### src/rtl/mips_program_loader.sv
// Program loader ahead of the MIPS core: streams a program into instruction
// memory, pads the tail with NOPs, then starts and supervises the run.
module mips_program_loader #(
    parameter int          IMEM_DEPTH = 1024,
    parameter int          ADDR_W     = 10,
    parameter int          MAX_CYCLES = 10000,
    parameter logic [31:0] NOP_WORD   = 32'h0000_0000
) (
    input  logic              clk,
    input  logic              rst,
    input  logic              load_req,
    input  logic              word_valid,
    input  logic [31:0]       word_data,
    input  logic              word_last,
    output logic              word_ready,
    output logic              imem_we,
    output logic [ADDR_W-1:0] imem_addr,
    output logic [31:0]       imem_wdata,
    input  logic              halt_in,
    output logic              start_program,
    output logic              done,
    output logic              timeout,
    output logic [ADDR_W:0]   prog_len,
    output logic [31:0]       cycle_count
);

    typedef enum logic [2:0] {
        S_IDLE,
        S_LOAD,
        S_FILL,
        S_RUN,
        S_DONE
    } state_t;

    localparam logic [ADDR_W-1:0] LAST_ADDR  = ADDR_W'(IMEM_DEPTH - 1);
    localparam logic [31:0]       LAST_CYCLE = 32'(MAX_CYCLES - 1);

    state_t            state_q, state_d;
    logic [ADDR_W-1:0] addr_q, addr_d;
    logic [ADDR_W:0]   prog_len_q, prog_len_d;
    logic [31:0]       cycle_count_q, cycle_count_d;
    logic              timeout_q, timeout_d;
    logic              done_q, done_d;
    logic              start_q, start_d;
    // Set when the stream itself reached the last address, so FILL has nothing to write.
    logic              full_q, full_d;

    logic handshake;
    logic fill_wr;

    assign handshake = (state_q == S_LOAD) && word_valid;
    assign fill_wr   = (state_q == S_FILL) && !full_q;

    assign word_ready    = (state_q == S_LOAD);
    assign imem_we       = handshake || fill_wr;
    assign imem_addr     = addr_q;
    assign imem_wdata    = handshake ? word_data : (fill_wr ? NOP_WORD : 32'h0);
    assign start_program = start_q;
    assign done          = done_q;
    assign timeout       = timeout_q;
    assign prog_len      = prog_len_q;
    assign cycle_count   = cycle_count_q;

    always_comb begin
        state_d       = state_q;
        addr_d        = addr_q;
        prog_len_d    = prog_len_q;
        cycle_count_d = cycle_count_q;
        timeout_d     = timeout_q;
        done_d        = done_q;
        start_d       = start_q;
        full_d        = full_q;
        case (state_q)
            S_IDLE, S_DONE: begin
                if (load_req) begin
                    state_d       = S_LOAD;
                    addr_d        = '0;
                    prog_len_d    = '0;
                    cycle_count_d = '0;
                    timeout_d     = 1'b0;
                    done_d        = 1'b0;
                    start_d       = 1'b0;
                    full_d        = 1'b0;
                end
            end
            S_LOAD: begin
                if (word_valid) begin
                    prog_len_d = prog_len_q + 1'b1;
                    // Saturate at the top of memory instead of wrapping.
                    if (addr_q == LAST_ADDR) begin
                        state_d = S_FILL;
                        full_d  = 1'b1;
                    end else begin
                        addr_d = addr_q + 1'b1;
                        if (word_last) state_d = S_FILL;
                    end
                end
            end
            S_FILL: begin
                if (!full_q) addr_d = addr_q + 1'b1;
                if (full_q || addr_q == LAST_ADDR) begin
                    state_d = S_RUN;
                    start_d = 1'b1;
                end
            end
            S_RUN: begin
                // Halt takes priority over budget expiry; the count freezes on exit.
                if (halt_in) begin
                    state_d   = S_DONE;
                    start_d   = 1'b0;
                    done_d    = 1'b1;
                    timeout_d = 1'b0;
                end else if (cycle_count_q == LAST_CYCLE) begin
                    state_d   = S_DONE;
                    start_d   = 1'b0;
                    done_d    = 1'b1;
                    timeout_d = 1'b1;
                end else begin
                    cycle_count_d = cycle_count_q + 32'd1;
                end
            end
            default: state_d = S_IDLE;
        endcase
    end

    always_ff @(posedge clk or posedge rst) begin
        if (rst) begin
            state_q       <= S_IDLE;
            addr_q        <= '0;
            prog_len_q    <= '0;
            cycle_count_q <= '0;
            timeout_q     <= 1'b0;
            done_q        <= 1'b0;
            start_q       <= 1'b0;
            full_q        <= 1'b0;
        end else begin
            state_q       <= state_d;
            addr_q        <= addr_d;
            prog_len_q    <= prog_len_d;
            cycle_count_q <= cycle_count_d;
            timeout_q     <= timeout_d;
            done_q        <= done_d;
            start_q       <= start_d;
            full_q        <= full_d;
        end
    end

endmodule
### config.mk
export PLATFORM = sky130hd
export DESIGN_NAME = mips_program_loader
export DESIGN_NICKNAME = d
export VERILOG_FILES = /design/src/rtl/mips_program_loader.sv
export SDC_FILE = /design/constraint.sdc
export NUM_CORES = 1
export LEC_CHECK = 0
export CAP_MARGIN = 15
export CORE_ASPECT_RATIO = 1.75
export CORE_MARGIN = 3
export CORE_UTILIZATION = 40
export DETAILED_ROUTE_END_ITERATION = 8
export PLACE_DENSITY = 0.83
export SLEW_MARGIN = 20
export SYNTH_ARGS = -nofsm -noshare
export SYNTH_HDL_FRONTEND = slang
export SYNTH_SLANG_ARGS = --single-unit
### constraint.sdc
create_clock -name clk -period 1.95 [get_ports clk]
set_input_delay 0.39 -clock clk [delete_from_list [all_inputs] [get_ports clk]]
set_output_delay 0.39 -clock clk [all_outputs]
set_load 0.01 [all_outputs]
==> metrics.md, run 1 <==
| Metric | Value |
|---|---|
| Post-synthesis sequential area ratio | 43.7% |
| Post-synth top area share | between 40% and 50% |
| Leading area contributor after synthesis | dfrtp_1 |
| Hpwl dp | between 8000 and 9000 um |
| Max Slew Vio Count | 0 |
| Actual slew at the worst max-slew pin | 457 ps |
| Crit-path max FO | 8 |
| Pwr Density | 1020 nW/um^2 |
| Hold WC Path Type | in -> async |
| Post-synth ARST share | between 90% and 100% |
| Final hold vios | 0 |
| Drt drc | 0 |
| Hold_buf cts | 0 |
| Post-Syn Instances | between 300 and 400 |
| DIE AREA | a little under 10,000 sq um |
| Via Count | 3,920 |
| Violations in the final reports | negative setup slack |
| Period utilization | 104% |
| Main synth FF type | dfrtp_1 |
| Crit end category | output port |
| Global-route usage over all layers | 24.5% |
| Final hold slack | between 400 and 500 ps |
| Netlist cell types | 47 |
| Seq pwr share | between 20% and 30% |
| Routed len/inst | ~18 um |
| Vias in the first global route | 3,881 |
| Total CTS buffers | 9 |
| Data required time at the worst endpoint | about 1600 ps |
| Clock Path Buffers | 2 |
| GPL Wtd Cong | a little over 0.9 |
| Clock root cell | clkbuf_16 |
| Switching pwr | between 2 and 2.5 mW |
| Post-layout min period | slightly above 2000 ps |
| Post-synth EDFFs | 0 |
| Slew headroom | about 69% |
| Clock sink count | 60 |
| GRT overflow | 0 |
| Peak VDD IR | about 0.67 mV |
| Mapped Area | roughly 3400 sq um |
| Clk slew on worst S/H paths | ~50 ps |
| Static Leak | approximately 2.7 nW |
| Run status | finished with violations |
| Most common cell after layout, fill and taps aside | clkdlybuf4s50_1 |
| CP Data Arrival Time | approximately 1600 ps |
| Die height | about 130 um |
| DIE WIDTH | ~76 um |
| Rows | 44 |
| Initial antenna violation count | 0 |
| Fmax | approximately 490 MHz |
| Synth area leaders | dfrtp_1 44%, and3_1 7.3%, xor2_1 6.4%, nor2_1 5.3%, nand3_1 3.6% |
| Largest net degree at the start of global routing | 61 |
| DRT antenna net count | 0 |
| # fillers | 587 |
| Combinational power share | 47.8% |
| Initial drt markers | approximately 360 |
| Finish-stage setup viols | 32 |
| Area delta synth->final | 71.0% |
| Layout Nets | between 600 and 700 |
| Initial Util | 41.4% |
| Vias per cell | ~5.6 |
| P_int | 3.92 mW |
| Synth warnings | 0 |
| Worst Clk Skew | 4.13 ps |
| Most frequent cells in the layout | 91 x clkdlybuf4s50_1, 60 x buf_4, 58 x dfrtp_1 |
| Final WS setup | -76.6 ps |
| Global-route wire length before repair | 19,100 um |
| Sw frac | between 30% and 40% |
| Final wirelength | 12,700 um |
| Port Buffers | approximately 130 |
| RSZ-0062 raised after global routing | yes |
| Total power | about 6 mW |
| H-tree depth | 3 |
| Yosys reg bits | 60 |
| Clock power share | around 27% |
| Setup WS pre-CTS | -460 ps |
| Syn nets | 431 |
| DR pass1 iterations | 4 |
| Crit Path Class | reg -> out |
| CTS tree | yes |
| Ant diodes | 0 |
| Maxcap violations | 0 |
| Core area | roughly 8300 sq um |
| I/O pin total | approximately 130 |
| Layout cell share with drive strength beyond 1 | about 29% |
| Post-Syn Area per Cell | ~8.8 sq um |
| Launching element type of the critical path | flip-flop |
| Clock Latency Late Sink | around 330 ps |
## per-stage QoR
stage	area [sq um]	util, %	setup TNS [ps]	instances
floorplan	3440	-	-391	390
global placement	5200	62.6	-20230	667
detailed placement	5200	62.6	-21400	667
CTS	5500	66.1	-302	687
global route	5880	70.7	-4380	702
finish	5880	70.7	-1300	702
## sequential cells by signal, summed over array words and instances, names as in the netlist
register,cells
cycle_count,32
start_program,1
done,1
imem_addr,10
state_q,3
prog_len,11
full_q,1
timeout,1
## routing by layer
metal  track usage (%)  wire length, um  part of all wire (%)  up-vias
met1              23.4             4540                    36     1900
met5                 0                0                     0        -
li1                  -                -                     -     1795
met4              12.0              483                   3.8        0
met3              6.58              676                   5.3       38
met2              47.9             6950                    55      187
## layout make-up
class,instances,area (sq um),area share [%]
clock buffer,12,256,4.36
clock inverter,4,47.5,0.809
inverter,8,30.0,0.511
multi-input combinational,304,2070,35.3
sequential,60,1500,25.6
tap,115,144,2.45
timing repair buffer,199,1820,31.0
## power groups by stage
stage                     Clock, mW  Sequential, mW  Combinational [mW]
after global placement            0            1.50                2.13
after detailed placement          0            1.51                2.19
final                          1.61            1.52                2.86
after floorplan                   0            1.56                1.05
after global routing           1.68            1.53                3.04
after CTS                      1.63            1.51                2.34
## what timing repair did
item                                    CTS  global route
gates resized for setup                 155            54
gates cloned                              1             2
buffers inserted                          3            15
pin swaps                                 8            20
hold endpoints to repair                  0             0
endpoints found under the setup margin   55            78
## final timing paths
check | from | end | slack (ps) | depth (start not counted)
min in group clk | done | done | 510 | 2
setup reg to reg | state_q[1] | cycle_count[8] | -80 | 8
setup / recovery | state_q[1] | imem_wdata[19] | -80 | 6
hold reg to reg | done | done | 510 | 2
max in group asynchronous | rst | state_q[2] | 1240 | 3
hold / removal | rst | cycle_count[21] | 430 | 3
## worst max-delay path: stages, from the launching register on
cell       delay [ps]
dfrtp_1           410
nand2b_4          170
nor2_4            180
buf_12            140
clkbuf_16         140
and3_4            180
buf_6              90
## synthesized netlist by cell type (3+ instances only)
cell type / count
nand3_1: 25
nor4_1: 6
o21ai_0: 19
nor3_1: 6
or3_1: 11
ha_1: 3
nor2_1: 49
and3_1: 40
o22ai_1: 3
and2_1: 3
a21oi_1: 18
o31ai_1: 3
nand2b_1: 4
a21o_1: 3
nand2_1: 31
inv_1: 8
xnor2_1: 7
and4_1: 4
a2111oi_0: 3
dfrtp_1: 60
xor2_1: 25
clkbuf_1: 16
mux2i_1: 4
nand4_1: 13
## logic make-up after synthesis
family / synth area share [%]
AOI/OAI and AO/OA: 11.7
xor gates and xnor gates: 8.15
adders and majority gates: 1.09
buffers and inverters: 3.09
DFF: 43.7
muxes: 1.49
and+or+nand+nor: 30.8
Note: power is estimated with default switching activity, not from simulation.
==> run 2, diff against run 1 <==
--- a/config.mk
+++ b/config.mk
@@ -9,6 +9,7 @@
 export CORE_ASPECT_RATIO = 1.75
 export CORE_MARGIN = 3
 export CORE_UTILIZATION = 40
+export CTS_CLUSTER_SIZE = 12
 export DETAILED_ROUTE_END_ITERATION = 8
 export PLACE_DENSITY = 0.83
 export SLEW_MARGIN = 20
==> results of run 2 <==
Final layout, timing and power as in run 1 (identical DEF).
==> run 3, diff against run 2 <==
--- a/config.mk
+++ b/config.mk
@@ -12,6 +12,7 @@
 export CTS_CLUSTER_SIZE = 12
 export DETAILED_ROUTE_END_ITERATION = 8
 export PLACE_DENSITY = 0.83
+export RECOVER_POWER = 50
 export SLEW_MARGIN = 20
 export SYNTH_ARGS = -nofsm -noshare
 export SYNTH_HDL_FRONTEND = slang
==> metrics.md, run 3 (synthesis gave the netlist of run 1 again) <==
| Metric | Value |
|---|---|
| Util after Layout | 70.6% (-0.18 points) |
| Routed len/inst | 18.0 um (-0.12%) |
| Core area | 8310 sq um (unchanged) |
| Reg2reg path depth | 8 (unchanged) |
| Peak VDD IR | 0.667 mV (about the same) |
| Clk slew on worst S/H paths | 50 ps (about the same) |
| Violations in the final reports | negative setup slack |
| Maxcap violations | 0 (unchanged) |
| Pwr Density | 1020 nW/um^2 (+0.18%) |
| Total power | 5.98 mW (about the same) |
| Drt drc | 0 (unchanged) |
| Max Slew Vio Count | 0 (unchanged) |
| DIE WIDTH | 76.1 um (unchanged) |
| Actual slew at the worst max-slew pin | 1340 ps (+878 ps) |
| Clock Path Buffers | 2 (unchanged) |
| Final hold vios | 0 (unchanged) |
| Worst Clk Skew | 4.16 ps (+0.0303 ps) |
| Initial drt markers | 335 (-5.6%) |
| CP Data Arrival Time | 1630 ps (about the same) |
| Most frequent cells in the layout | 91 x clkdlybuf4s50_1, 60 x buf_4, 58 x dfrtp_1 |
| Hold WC Path Type | reg -> reg |
| Layout cell share with drive strength beyond 1 | 28.6% (-0.17 points) |
| H-tree depth | 3 (unchanged) |
| Placed cell count | 667 (unchanged) |
| Most common cell after layout, fill and taps aside | clkdlybuf4s50_1 |
| Initial Util | 41.4% (unchanged) |
| Area delta synth->final | 70.5% |
| Final hold slack | 507 ps (+72.4 ps) |
| DR pass1 iterations | 4 (unchanged) |
| Port Buffers | 127 (unchanged) |
| RSZ-0062 raised after global routing | yes |
| Via Count | 3,903 (-0.43%) |
| Rows | 44 (unchanged) |
| Post-DP Area | 5200 sq um (unchanged) |
| Crit end category | output port |
| GPL Wtd Cong | 0.922 (unchanged) |
| Hold_buf cts | 0 (unchanged) |
| Launching element type of the critical path | flip-flop |
| Data required time at the worst endpoint | 1560 ps (about the same) |
| Static Leak | 2.67 nW (-0.30%) |
| Final wirelength | 12,600 um (-0.12%) |
| Crit-path max FO | 8 (unchanged) |
| Global-route wire length before repair | 19,100 um (unchanged) |
| CTS tree | yes |
| Fmax | 494 MHz (+0.21%) |
| Fin cells | 702 (unchanged) |
| Clock Latency Late Sink | 330 ps (about the same) |
| Vias in the first global route | 3,881 (unchanged) |
| Crit Path Class | reg -> out |
| Hpwl dp | 8750 um (unchanged) |
| Finish-stage setup viols | 31 (-3.1%) |
| Ant diodes | 0 (unchanged) |
| DRT antenna net count | 0 (unchanged) |
| Die height | 129 um (unchanged) |
| Post-route setup TNS | -1180 ps (+120 ps) |
| Post-layout min period | 2020 ps (-4.32 ps) |
| Hold Path Stages | 2 |
| Clock root cell | clkbuf_16 |
| I/O pin total | 128 (unchanged) |
| Clock sink count | 60 (unchanged) |
| Layout Nets | 623 (unchanged) |
| Setup WS pre-CTS | -460 ps (unchanged) |
| Slew headroom | 11.0% (-58 points) |
| Global-route usage over all layers | 24.5% (unchanged) |
| DIE AREA | 9790 sq um (unchanged) |
| Total CTS buffers | 9 (unchanged) |
| Max reg flops | 32 (unchanged) |
| Initial antenna violation count | 0 (unchanged) |
| Cell area after layout | 5870 sq um (-0.26%) |
| Period utilization | 104% (-0.22 points) |
| Run status | finished with violations |
| Final WS setup | -72.3 ps (+4.32 ps) |
| GRT overflow | 0 (unchanged) |
| Vias per cell | 5.56 (-0.43%) |
| Largest net degree at the start of global routing | 61 (unchanged) |
==> run 3: critical path, stage by stage (launching register included) <==
cell	delay [ps]
dfrtp_1	400
nand2b_4	160
nor2_4	180
buf_12	140
clkbuf_16	140
and3_4	180
buf_6	90
==> run 3: repair_timing <==
action	in CTS	in global routing
pin swaps	8	20
endpoints found under the setup margin	55	78
resized for setup	155	54
buffers inserted	3	15
gates cloned	1	2
==> run 3: routing by layer <==
layer / track usage, % / share of wire (%) / vias up / wire length [um]
met2: 47.9 / 55 / 176 / 6970
met5: 0 / 0 / - / 0
li1: - / - / 1794 / -
met3: 6.58 / 5.1 / 36 / 639
met1: 23.4 / 36 / 1897 / 4550
met4: 12.0 / 3.8 / 0 / 478
==> run 3: path summary, 6_finish.rpt <==
path	slack (ps)	end	from
hold reg to reg	510	done	done
max in group asynchronous	230	state_q[2]	rst
hold / removal	510	done	done
min in group asynchronous	820	cycle_count[21]	rst
setup reg to reg	-70	cycle_count[8]	state_q[1]
setup / recovery	-70	imem_wdata[19]	state_q[1]
==> run 3: cell type report <==
type,count,area (sq um)
multi-input combinational,304,2070
clock inverter,4,47.5
sequential,60,1500
timing repair buffer,199,1810
clock buffer,12,256
inverter,8,30.0
fill,589,2450
tap,115,144
==> run 3: power by group <==
group	switching (mW)	internal, mW
logic	1.38	1.48
registers	0.137	1.38
clock network	0.553	1.05
total	2.07	3.91
==> RTL change (config.mk and constraints of run 1) <==
Make the reset (`rst`) synchronous in one clocked block.
--- a/src/rtl/mips_program_loader.sv
+++ b/src/rtl/mips_program_loader.sv
@@ -125,3 +125,3 @@
 
-    always_ff @(posedge clk or posedge rst) begin
+    always_ff @(posedge clk) begin
         if (rst) begin
Formal check against the unedited RTL: differs if rst is asserted again (counterexample within 4 cycles, from zero or initial values and one cycle with rst high); with rst held inactive, the same outputs for 10 cycles.
==> RTL change against run 1 <==
The flow still finishes with violations (negative setup slack). Utilization rose by 5.4 points. Final area up 3.1%. First-iteration DRC count up 5.1%. Fmax fell by 12%. Total power is 23% lower. Synthesized area down 4.0%. Routed wire length up 9.2%. Global-route usage up 3.9 points. Via count increased by 11%. Sequential cell count stayed put. Critical path depth did not move. Setup slack got worse by 0.28 ns. Combinational power shrank 39%. Die area decreased by 3.8%. Critical path type is now register to register. Largest cell class unchanged. Largest power group unchanged. Highest routed layer unchanged.
==> RTL change: results (changes against run 1) <==
metric;value;unit;change
fin_nets;685;;+10%
synthArstFlopShare;0;;-1.00
multi_input_cells;339;;+12%
violations;negative setup slack;;
slowest_stage;or4_4;;
setup_ws;-0.352;ns;-0.275 ns
via_per_inst;5.91;;+5.9%
synth_cells;425;;+9.0%
clock_buffers;14;;+2
hpwl;9110;µm;+4.2%
vias;4364;;+11%
grt_max_degree;33;;-46%
setup_viol;72;;+130%
ys_seq_area_frac;0.364;;-0.0727
seqCellArea;1210;µm²;-20%
hp-class;register to register;;
sh_seq_area;0.199;;-0.0566
outcome;finished, violations left;;
fillCellCount;546;;-7.0%
multi_input_area_share;0.389;;+0.0359
fin_skew;0.00770;ns;+0.00358 ns
n_all_inverters;5;;-3
reg2regPathDepth;6;;-2
grt_pass1_wl;20700;µm;+8.3%
critPathMaxFanout;3;;-5
timing.rr.start;cycle_count[25];;
synth_commonest_cells;dfxtp_1, nor2_1, nand2_1, and3_1, a21oi_1;;
peakVddDrop;0.588;mV;-12%
synthToLayoutAreaGrowth;83.6;%;
drt_pass1_iterations;8;;+4
buffer_area_frac;0.343;;+0.0326
==> RTL change: cell types whose count changed in the layout (fill, tap and decap cells not counted), moves of 6 or more <==
cell and delta:
nand2_1 +6, a21oi_4 +9, and3_1 +7, and3_4 -13, dlygate4sd2_1 +32, buf_2 -21
buf_6 -8, dfxtp_1 +55, o21ai_0 -6, dfrtp_1 -58, xor2_1 -11, buf_4 +30
a21oi_1 +6
==> RTL change: worst register-to-register path: stages, from the launching register on <==
cell and delay [ns]:
dfxtp_2 0.31, or4_4 0.58, nor4_4 0.36, a21oi_2 0.11
or3_4 0.34, or3b_1 0.40, a21oi_2 0.13
==> RTL change: worst min-delay path by stage <==
stage	from	to	cells past startpoint
CTS	done	done	2
finish	done	done	2
global placement	done	done	2
global route	done	done	2
floorplan	full_q	full_q	2
detailed placement	done	done	2
==> RTL change: layer usage <==
layer  track usage  share of wire  up-vias
met5             0              0        -
met4         0.177          0.065        0
met3        0.0647          0.065       71
met2         0.524           0.55      252
met1         0.266           0.32     2059
li1              -              -     1982
==> RTL change: through the flow <==
step                TNS [ns]  worst slack (ns)   util  power [mW]
floorplan              -1.33            -0.233      -        2.11
global placement      -21.22            -0.341  0.671        2.83
detailed placement    -23.25            -0.412  0.671        2.87
CTS                    -7.93            -0.265  0.742        4.56
global route          -17.14            -0.428  0.761        4.82
finish                -10.93            -0.352  0.761        4.63
==> RTL change: logic make-up after synthesis <==
group	count (synthesis)	synth area share
and+or+nand+nor	228	0.365
AOI/OAI and AO/OA	78	0.149
DFF	60	0.364
xor gates and xnor gates	29	0.0769
buffers and inverters	27	0.0341
adders and majority gates	3	0.0114
==> RTL change: report_power, final <==
group	switching, mW	internal [mW]	leakage [nW]
clock network	0.545	0.989	0.145
registers	0.0631	1.28	0.486
logic	0.884	0.871	1.84
total	1.49	3.14	2.48
